==> config.mk <==
export PLATFORM = sky130hd
export DESIGN_NAME = clock_set_ctrl
export DESIGN_NICKNAME = d
export VERILOG_FILES = /design/src/rtl/clock_set_ctrl_pkg.sv /design/src/rtl/clock_set_ctrl_btn_conditioner.sv /design/src/rtl/clock_set_ctrl.sv
export SDC_FILE = /design/constraint.sdc
export NUM_CORES = 1
export LEC_CHECK = 0
export ABC_AREA = 1
export CAP_MARGIN = 0
export CORE_MARGIN = 1.5
export CORE_UTILIZATION = 54
export DETAILED_ROUTE_END_ITERATION = 16
export PLACE_DENSITY = 0.86
export RECOVER_POWER = 50
export SYNTH_ARGS = -nofsm -noshare
export SYNTH_HDL_FRONTEND = slang
export SYNTH_SLANG_ARGS = --single-unit
==> constraint.sdc <==
create_clock -name clk -period 2.8 [get_ports clk]
set_clock_uncertainty 0.1 [all_clocks]
set_input_delay 0.28 -clock clk [delete_from_list [all_inputs] [get_ports clk]]
set_output_delay 0.28 -clock clk [all_outputs]
set_load 0.01 [all_outputs]
==> src/rtl/clock_set_ctrl_pkg.sv <==
// ---------------------------------------------------------------------------
// clock_set_ctrl_pkg
//   Shared definitions for the alarm-clock mode/set sequencer and the counter
//   datapath: board mode codes, sequencer state encoding and the mode decoder.
// ---------------------------------------------------------------------------
package clock_set_ctrl_pkg;

  // Board mode switch codes. Code 3 is reserved and behaves as RUN.
  localparam logic [1:0] MODE_RUN       = 2'd0;
  localparam logic [1:0] MODE_SET_TIME  = 2'd1;
  localparam logic [1:0] MODE_SET_ALARM = 2'd2;

  typedef enum logic [1:0] {
    ST_RUN       = 2'd0,
    ST_SET_TIME  = 2'd1,
    ST_SET_ALARM = 2'd2
  } state_t;

  function automatic state_t decode_mode(input logic [1:0] mode);
    case (mode)
      MODE_SET_TIME:  return ST_SET_TIME;
      MODE_SET_ALARM: return ST_SET_ALARM;
      default:        return ST_RUN;
    endcase
  endfunction

endpackage

==> src/rtl/clock_set_ctrl_btn_conditioner.sv <==
// ---------------------------------------------------------------------------
// btn_conditioner
//   One push-button path: 2-FF synchroniser, debounce counter, debounced
//   level, arm flag and a 1-cycle rising-edge strobe. With AUTO_REPEAT_EN
//   defined, a held button also produces repeat strobes HOLD_CYCLES after the
//   first strobe and then every REPEAT_CYCLES.
// Ports
//   clk     in  system clock
//   clr     in  synchronous active-high reset
//   raw     in  asynchronous raw button
//   disarm  in  1-cycle pulse on a sequencer state change
//   level   out debounced button level
//   strobe  out 1-cycle press (or repeat) strobe
// ---------------------------------------------------------------------------
module btn_conditioner #(
  parameter int DEBOUNCE_CYCLES = 16
`ifdef AUTO_REPEAT_EN
  ,
  parameter int HOLD_CYCLES     = 100,
  parameter int REPEAT_CYCLES   = 25
`endif
) (
  input  logic clk,
  input  logic clr,
  input  logic raw,
  input  logic disarm,
  output logic level,
  output logic strobe
);

  localparam int DB_W = (DEBOUNCE_CYCLES > 1) ? $clog2(DEBOUNCE_CYCLES) : 1;
  localparam logic [DB_W-1:0] DB_LAST = DB_W'(DEBOUNCE_CYCLES - 1);

  logic            sync1, sync2;
  logic [DB_W-1:0] db_cnt;
  logic            level_q, level_prev, armed;
  logic            rise;

  // The debounced level comes out of reset high and the arm flag low, so a
  // button held through reset looks like an old press: it stays disarmed
  // until its debounced level has been seen low.
  always_ff @(posedge clk) begin
    if (clr) begin
      sync1      <= 1'b0;
      sync2      <= 1'b0;
      db_cnt     <= '0;
      level_q    <= 1'b1;
      level_prev <= 1'b1;
      armed      <= 1'b0;
    end else begin
      // NOTE: sequential state uses <= so every register samples pre-edge values.
      sync1 <= raw;
      sync2 <= sync1;
      // Count consecutive samples that disagree with the accepted level.
      if (sync2 == level_q) begin
        db_cnt <= '0;
      end else if (db_cnt == DB_LAST) begin
        db_cnt  <= '0;
        level_q <= sync2;
      end else begin
        db_cnt <= db_cnt + DB_W'(1);
      end
      level_prev <= level_q;
      if (disarm)        armed <= ~level_q;
      else if (!level_q) armed <= 1'b1;
    end
  end

  assign rise  = level_q & ~level_prev;
  assign level = level_q;

`ifdef AUTO_REPEAT_EN
  localparam int RC_MAX = (HOLD_CYCLES > REPEAT_CYCLES) ? HOLD_CYCLES : REPEAT_CYCLES;
  localparam int RC_W   = $clog2(RC_MAX + 1);
  localparam logic [RC_W-1:0] HOLD_V   = RC_W'(HOLD_CYCLES);
  localparam logic [RC_W-1:0] REPEAT_V = RC_W'(REPEAT_CYCLES);

  logic [RC_W-1:0] rep_cnt;   // cycles since the last strobe
  logic            active;    // first strobe issued for this press
  logic            repeating; // past the initial hold delay

  always_ff @(posedge clk) begin
    if (clr) begin
      strobe    <= 1'b0;
      rep_cnt   <= '0;
      active    <= 1'b0;
      repeating <= 1'b0;
    end else begin
      strobe <= 1'b0;
      if (!level_q || !armed || disarm) begin
        rep_cnt   <= '0;
        active    <= 1'b0;
        repeating <= 1'b0;
      end else if (rise) begin
        strobe  <= 1'b1;
        active  <= 1'b1;
        rep_cnt <= RC_W'(1);
      end else if (active && rep_cnt == (repeating ? REPEAT_V : HOLD_V)) begin
        strobe    <= 1'b1;
        repeating <= 1'b1;
        rep_cnt   <= RC_W'(1);
      end else if (active && rep_cnt != {RC_W{1'b1}}) begin
        rep_cnt <= rep_cnt + RC_W'(1);
      end
    end
  end
`else
  always_ff @(posedge clk) begin
    if (clr) strobe <= 1'b0;
    else     strobe <= rise & armed & ~disarm;
  end
`endif

endmodule

==> src/rtl/clock_set_ctrl.sv <==
// ---------------------------------------------------------------------------
// clock_set_ctrl
//   Mode/set sequencer for the alarm clock. Decodes the mode switch into
//   RUN / SET_TIME / SET_ALARM, conditions the two set buttons and routes
//   their strobes to the time or alarm registers. Also drives run gating,
//   seconds clear and the display select/blink mask.
//   Optional feature macro: AUTO_REPEAT_EN (auto-repeat while a button is held).
// Ports
//   clk            in  system clock, rising edge
//   clr            in  synchronous active-high reset
//   tick_1hz       in  1-cycle 1 Hz enable
//   mode[1:0]      in  0=RUN 1=SET_TIME 2=SET_ALARM 3=RUN
//   min_up         in  raw minute button
//   hour_up        in  raw hour button
//   time_min_inc   out increment time minutes strobe
//   time_hr_inc    out increment time hours strobe
//   alarm_min_inc  out increment alarm minutes strobe
//   alarm_hr_inc   out increment alarm hours strobe
//   run_en         out time counters may advance
//   sec_clr        out clear seconds strobe
//   disp_alarm     out display alarm registers
//   disp_on        out display enable (blink mask)
// ---------------------------------------------------------------------------
module clock_set_ctrl #(
  parameter int DEBOUNCE_CYCLES = 16
`ifdef AUTO_REPEAT_EN
  ,
  parameter int HOLD_CYCLES     = 100,
  parameter int REPEAT_CYCLES   = 25
`endif
) (
  input  logic       clk,
  input  logic       clr,
  input  logic       tick_1hz,
  input  logic [1:0] mode,
  input  logic       min_up,
  input  logic       hour_up,
  output logic       time_min_inc,
  output logic       time_hr_inc,
  output logic       alarm_min_inc,
  output logic       alarm_hr_inc,
  output logic       run_en,
  output logic       sec_clr,
  output logic       disp_alarm,
  output logic       disp_on
);

  import clock_set_ctrl_pkg::*;

  state_t state_q, state_d;
  logic   state_chg;
  logic   min_level, min_strobe, hr_level, hr_strobe;
  logic   blink_q, sec_clr_q;

  btn_conditioner #(
    .DEBOUNCE_CYCLES(DEBOUNCE_CYCLES)
`ifdef AUTO_REPEAT_EN
    , .HOLD_CYCLES(HOLD_CYCLES), .REPEAT_CYCLES(REPEAT_CYCLES)
`endif
  ) u_min_btn (
    .clk    (clk),
    .clr    (clr),
    .raw    (min_up),
    .disarm (state_chg),
    .level  (min_level),
    .strobe (min_strobe)
  );

  btn_conditioner #(
    .DEBOUNCE_CYCLES(DEBOUNCE_CYCLES)
`ifdef AUTO_REPEAT_EN
    , .HOLD_CYCLES(HOLD_CYCLES), .REPEAT_CYCLES(REPEAT_CYCLES)
`endif
  ) u_hr_btn (
    .clk    (clk),
    .clr    (clr),
    .raw    (hour_up),
    .disarm (state_chg),
    .level  (hr_level),
    .strobe (hr_strobe)
  );

  always_ff @(posedge clk) begin
    if (clr) begin
      state_q   <= ST_RUN;
      sec_clr_q <= 1'b0;
      blink_q   <= 1'b1;
    end else begin
      state_q   <= state_d;
      // Registered so the pulse lines up with the first SET_TIME cycle.
      sec_clr_q <= (state_d == ST_SET_TIME) && (state_q != ST_SET_TIME);
      if (state_chg || state_q == ST_RUN || min_level || hr_level) blink_q <= 1'b1;
      else if (tick_1hz)                                           blink_q <= ~blink_q;
    end
  end

  always_comb begin
    // NOTE: every output gets a default first so no latch is inferred.
    state_d       = decode_mode(mode);
    state_chg     = (state_d != state_q);
    time_min_inc  = 1'b0;
    time_hr_inc   = 1'b0;
    alarm_min_inc = 1'b0;
    alarm_hr_inc  = 1'b0;
    run_en        = 1'b1;
    disp_alarm    = 1'b0;
    case (state_q)
      ST_SET_TIME: begin
        run_en       = 1'b0;
        time_min_inc = min_strobe;
        time_hr_inc  = hr_strobe;
      end
      ST_SET_ALARM: begin
        disp_alarm    = 1'b1;
        alarm_min_inc = min_strobe;
        alarm_hr_inc  = hr_strobe;
      end
      default: ;
    endcase
  end

  assign sec_clr = sec_clr_q;
  // A held button keeps the digits visible while they are being stepped.
  assign disp_on = blink_q | min_level | hr_level;

endmodule
==> summary.md, run 1 <==
| Metric | Value |
|---|---|
| Outcome | `finished, final reports clean` |
| CTS Hold Bufs | `0` |
| Maximum VDD drop | `0.000360 V` |
| Worst hold path depth | `1` |
| Total track usage | `0.218` |
| Main area contributors after synthesis | `dfxtp_1, nor2_1, nand2_1` |
| Critical Path Start Type | `flop` |
| Slew HR | `0.661` |
| CP Capture Type | `output port` |
| Resized cells post-CTS | `0` |
| CP Data Required Time | `2.42 ns` |
| Max-slew violations | `0` |
| Non-Filler Instances | `154` |
| Top cell type's share of synthesized area | `0.507` |
| Design Area, Final | `1140 sq um` |
| Total core area | `1580 sq um` |
| Worst reg2reg path depth | `6` |
| Largest net degree at the start of global routing | `15` |
| Placed Cells incl. Taps | `150` |
| Setup violators final | `0` |
| R2R setup slack | `1.53 ns` |
| Syn nets | `130` |
| Leakage | `0.519 nW` |
| Pwr dens | `571 nW/um^2` |
| Startpoint of the worst register-to-register path | `u_min_btn.db_cnt[0]` |
| Power Total | `0.651 mW` |
| CP Max Fanout | `6` |
| Cells after Synth | `121` |
| Drt pass-1 iters | `4` |
| Min Hold Slack | `0.305 ns` |
| Seq cells post-synth | `24` |
| Placed cell area | `1100 sq um` |
| Ports | `15` |
| Setup TNS | `0 ns` |
| Final Cycle Share | `0.756` |
| Hold wc startpoint | `u_hr_btn.level_prev` |
| DRT iter0 DRCs | `13` |
| Initial Util | `0.601` |
| Mapped Area | `947 sq um` |
| H-tree depth | `1` |
| Synthesis Warnings | `0` |
| Final GP Congestion | `0.776` |
| Root Buffer | `clkbuf_4` |
| RSZ-0062 raised after global routing | `false` |
| Share of cells above drive strength 1 | `0.123` |
| Worst skew pair latency | `0.31 ns` |
| Max_cap viols | `0` |
| Area grow syn2layout | `20.2%` |
| DPL Wire Length | `1280 um` |
| Initial antenna violation count | `0` |
| First-pass GRT wire length | `3080 um` |
| Post-CTS Repair Setup Buffers | `0` |
| CP cell instances | `inv_1, nor2_1, inv_1, nor2_1, clkdlybuf4s50_1` |
| Vias | `798` |
| Critical path class | `flop to output port` |
| # diodes | `0` |
| Number of vias per cell | `5.18` |
| Highest clock rate | `473 MHz` |
| CTS tree | `yes` |
| Number of library cell types mapped by synthesis | `15` |
| Avg WL per Cell | `11.7 um` |
| CP Data Arrival Time | `1.74 ns` |
| Worst R2R End | `u_min_btn.db_cnt[3]` |
| Final nets | `148` |
| DIE AREA | `2010 sq um` |
| Least-Margin Pin Slew | `0.507 ns` |
| Worst Slack Setup Final | `0.684 ns` |
| Slowest-stage cell, CP | `clkdlybuf4s50_1` |
| Syn_area_per_cell | `7.83 sq um` |
| Sequential share of the synthesized area | `0.507` |
| CTS max path bufs | `2` |
| Final hold violations | `0` |
| Total wire length | `1800 um` |
| Crit-path max cell delay | `0.54 ns` |
| Hold EP | `u_hr_btn.strobe` |
| Worst hold path class | `flop to flop` |
| Global route overflow | `0` |
| Num rows | `14` |
| TritonCTS buffer count | `3` |
| Die H | `44.9 um` |
| Biggest regs | `u_hr_btn.db_cnt: 4 flops, u_min_btn.db_cnt: 4 flops, state_q: 2 flops` |
| Worst slack, placed | `1.12 ns` |
| Final core occ | `0.722` |
| Port Buf Inserts | `14` |
| Vias in the first global route | `779` |
| Clock sink count | `24` |
| Fin crit period | `2.12 ns` |
| Die width | `44.9 um` |
| Worst-path clk slew | `0.12 ns` |
| DRC | `0` |
| Biggest area consumer among synthesized cells | `dfxtp_1` |
| Final ANT Viol Nets | `0` |
-- cells in the final DEF (no fill, tap or decap) --
master           netlist  layout
nor2_1                26      26
dfxtp_1               24      24
nand3_1               10      12
ha_1                   2       2
clkdlybuf4s50_1        0      13
inv_2                  4       4
bufinv_16              0       1
nor3_1                 3       3
o21ai_0                1       1
dlygate4sd3_1          0       1
nor3_2                 2       2
nor2_2                 3       3
inv_1                 17      17
xor2_1                 2       2
nand2_1               20      20
clkbuf_4               0       3
nand3_2                4       2
nand2_2                2       2
-- final cells by class --
cell class | count | area [sq um]
timing repair buffer | 14 | 140
fill | 128 | 438
clock buffer | 3 | 22.5
multi-input combinational | 75 | 367
inverter | 21 | 78.8
sequential | 24 | 480
clock inverter | 1 | 30.0
tap | 16 | 20.0
-- Yosys cell counts --
cell type,count
nand3_2,4
ha_1,2
nor3_1,3
nor2_2,3
dfxtp_1,24
inv_2,4
o21ai_0,1
nand2_2,2
xor2_1,2
nand3_1,10
buf_6,1
inv_1,17
nand2_1,20
nor2_1,26
nor3_2,2
-- critical path: cells and delay by family, from the launching register on --
family	cells	cell delay [ns]
flops	1	0.46
simple gates	2	0.24
buf+inv	3	0.73
-- power by group --
part	switching (mW)	internal [mW]
registers	0.00727	0.353
clock network	0.0997	0.145
logic	0.0256	0.0207
-- cells by family after synthesis --
family | count (synthesis) | synth area share
AO/OA/AOI/OAI | 1 | 0.00528
XOR/XNOR | 2 | 0.0185
adder cells (fa/ha/maj) | 2 | 0.0264
buffers and inverters | 22 | 0.0951
flip-flops | 24 | 0.507
AND/OR/NAND/NOR | 70 | 0.347
-- routing by layer --
| metal | vias to the layer above | track usage | share of wire |
|---|---|---|---|
| met5 | - | 0 | 0 |
| met4 | 0 | 0.159 | 0.033 |
| met3 | 8 | 0.0520 | 0.036 |
| met2 | 18 | 0.365 | 0.49 |
| met1 | 372 | 0.239 | 0.44 |
| li1 | 400 | - | - |
-- how the worst max path moves through the flow --
stage                    start      endpoint  slack, ns  cells past startpoint
detailed placement         clr       blink_q       1.12                      5
global placement           clr       blink_q       1.17                      5
CTS                 state_q[0]  time_min_inc       0.70                      5
floorplan           state_q[0]   time_hr_inc       1.61                      4
global route        state_q[0]   time_hr_inc       0.57                      5
finish              state_q[0]   time_hr_inc       0.68                      5
(Power assumes the default switching activity.)
==> run 2: changes to the inputs <==
--- a/config.mk
+++ b/config.mk
@@ -8,9 +8,9 @@
 export ABC_AREA = 1
 export CAP_MARGIN = 0
 export CORE_MARGIN = 1.5
-export CORE_UTILIZATION = 54
+export CORE_UTILIZATION = 45
 export DETAILED_ROUTE_END_ITERATION = 16
-export PLACE_DENSITY = 0.86
+export PLACE_DENSITY = 0.77
 export RECOVER_POWER = 50
 export SYNTH_ARGS = -nofsm -noshare
 export SYNTH_HDL_FRONTEND = slang
==> constraint.sdc (replaced) <==
create_clock -name clk -period 1.9 [get_ports clk]
set_clock_uncertainty 0.1 [all_clocks]
set_input_delay 0.19 -clock clk [delete_from_list [all_inputs] [get_ports clk]]
set_output_delay 0.19 -clock clk [all_outputs]
set_load 0.01 [all_outputs]
==> summary.md, run 2 (synthesis gave the netlist of run 1 again) <==
| Metric | Value |
|---|---|
| CTS max path bufs | `2 (unchanged)` |
| Most frequent cells in the layout | `nor2_1, dfxtp_1, nand2_1` |
| Initial Util | `0.478 (-0.123)` |
| RSZ-0062 raised after global routing | `false` |
| CP Max Fanout | `5 (-1)` |
| Final Cycle Share | `0.948` |
| First-pass GRT wire length | `2700 um (-12%)` |
| Number of vias per cell | `4.48 (-14%)` |
| DRT iter0 DRCs | `19 (+6)` |
| TritonCTS buffer count | `3 (unchanged)` |
| Final GP Congestion | `0.752 (-3.1%)` |
| CTS Hold Bufs | `0 (unchanged)` |
| Max-slew violations | `0 (unchanged)` |
| Total core area | `1980 sq um (+26%)` |
| Setup TNS | `0 ns (unchanged)` |
| Max_cap viols | `0 (unchanged)` |
| Drt pass-1 iters | `3 (-1)` |
| # diodes | `0 (unchanged)` |
| Least-Margin Pin Slew | `0.452 ns (-0.0551 ns)` |
| CP Data Arrival Time | `1.51 ns (-0.23 ns)` |
| DIE AREA | `2390 sq um (+19%)` |
| DPL Wire Length | `1190 um (-7.1%)` |
| Vias in the first global route | `710 (-8.9%)` |
| Final hold violations | `0 (unchanged)` |
| Power Total | `0.858 mW (+32%)` |
| Clock sink count | `24 (unchanged)` |
| Sequential cell area | `483 sq um (+0.52%)` |
| Highest clock rate | `555 MHz` |
| Final nets | `149 (+0.68%)` |
| CTS tree | `yes` |
| Leakage | `0.564 nW (+8.7%)` |
| CP Data Required Time | `1.61 ns (-0.81 ns)` |
| Final ANT Viol Nets | `0 (unchanged)` |
| Root Buffer | `clkbuf_4` |
| Total wire length | `1540 um (-15%)` |
| Largest net degree at the start of global routing | `14 (-1)` |
| Worst-path clk slew | `0.12 ns (about the same)` |
| Share of cells above drive strength 1 | `0.137 (+0.0135)` |
| Ports | `15 (unchanged)` |
| R2R setup slack | `0.68 ns (-0.85 ns)` |
| DRC | `0 (unchanged)` |
| H-tree depth | `1 (unchanged)` |
| Port Buf Inserts | `14 (unchanged)` |
| Global route overflow | `0 (unchanged)` |
| Die width | `48.9 um (+8.9%)` |
| Num rows | `16 (+2)` |
| Initial antenna violation count | `0 (unchanged)` |
| Final core occ | `0.580 (-0.142)` |
| Vias | `744 (-6.8%)` |
| Setup crit start | `state_q[0]` |
| Area grow syn2layout | `21.4%` |
| Fill cell count | `183 (+43%)` |
| Fin crit period | `1.80 ns` |
| Worst Slack Setup Final | `0.0988 ns (-0.586 ns)` |
| Total track usage | `0.145 (-0.0726)` |
| Pwr dens | `746 nW/um^2 (+31%)` |
| Slew HR | `0.698 (+0.0369)` |
| Critical Path Start Type | `flop` |
| Critical path class | `flop to output port` |
| Worst skew pair latency | `0.30 ns (about the same)` |
| Hold wc startpoint | `hour_up` |
| Area of the multi-input gates | `367 sq um (unchanged)` |
| Biggest regs | `u_hr_btn.db_cnt: 4 flops, u_min_btn.db_cnt: 4 flops, state_q: 2 flops` |
| Worst slack, placed | `0.294 ns (-0.822 ns)` |
| Most common cell after layout, fill and taps aside | `nor2_1` |
| Die H | `48.9 um (+8.9%)` |
| Avg WL per Cell | `9.27 um (-21%)` |
| Min Hold Slack | `0.281 ns (-0.0236 ns)` |
| Startpoint of the worst register-to-register path | `u_hr_btn.db_cnt[0]` |
| Worst hold path class | `input pin to flop` |
| Outcome | `finished, final reports clean` |
| Setup violators final | `0 (unchanged)` |
| CP Capture Type | `output port` |
| Maximum VDD drop | `0.000415 V (+15%)` |
## run 2: final timing paths
path,end,depth (start not counted)
worst max-delay path,alarm_min_inc,3
worst min-delay path,u_hr_btn.sync1,3
worst max register to register,u_hr_btn.db_cnt[2],6
worst min register to register,u_hr_btn.strobe,1
## run 2: where the power goes
part           switching (mW)  internal (mW)  total [mW]
registers             0.00968          0.520       0.530
clock network           0.143          0.117       0.260
logic                  0.0368         0.0317      0.0685
total                   0.189          0.668       0.858
## run 2: worst max-delay path, stage by stage (launching register included)
cell	delay [ns]
dfxtp_2	0.34
buf_4	0.14
nor3_1	0.17
clkdlybuf4s50_1	0.56
## run 2: stage by stage
stage / cells / cell area, sq um
floorplan: 121 / 947
global placement: 161 / 1110
detailed placement: 161 / 1110
CTS: 166 / 1150
global route: 166 / 1150
finish: 166 / 1150
## run 2: layout make-up
cell class,count,share of cell area
sequential,24,0.420
multi-input combinational,75,0.319
timing repair buffer,15,0.132
inverter,21,0.0686
clock buffer,4,0.0316
tap,27,0.0294
## run 2: metal layers
layer / routed length (um) / part of all wire / global-route usage / up-vias
met2: 756 / 0.49 / 0.251 / 10
met3: 52 / 0.034 / 0.0307 / 2
met5: 0 / 0 / 0 / -
met4: 12 / 0.0078 / 0.0714 / 0
li1: - / - / - / 400
met1: 716 / 0.47 / 0.170 / 332
## run 2: timing repair
| item | 4_1_cts | 5_1_grt |
|---|---|---|
| pin swaps | 0 | 0 |
| setup endpoints to repair | 2 | 3 |
| buffers inserted | 1 | 0 |
| resized for setup | 2 | 3 |
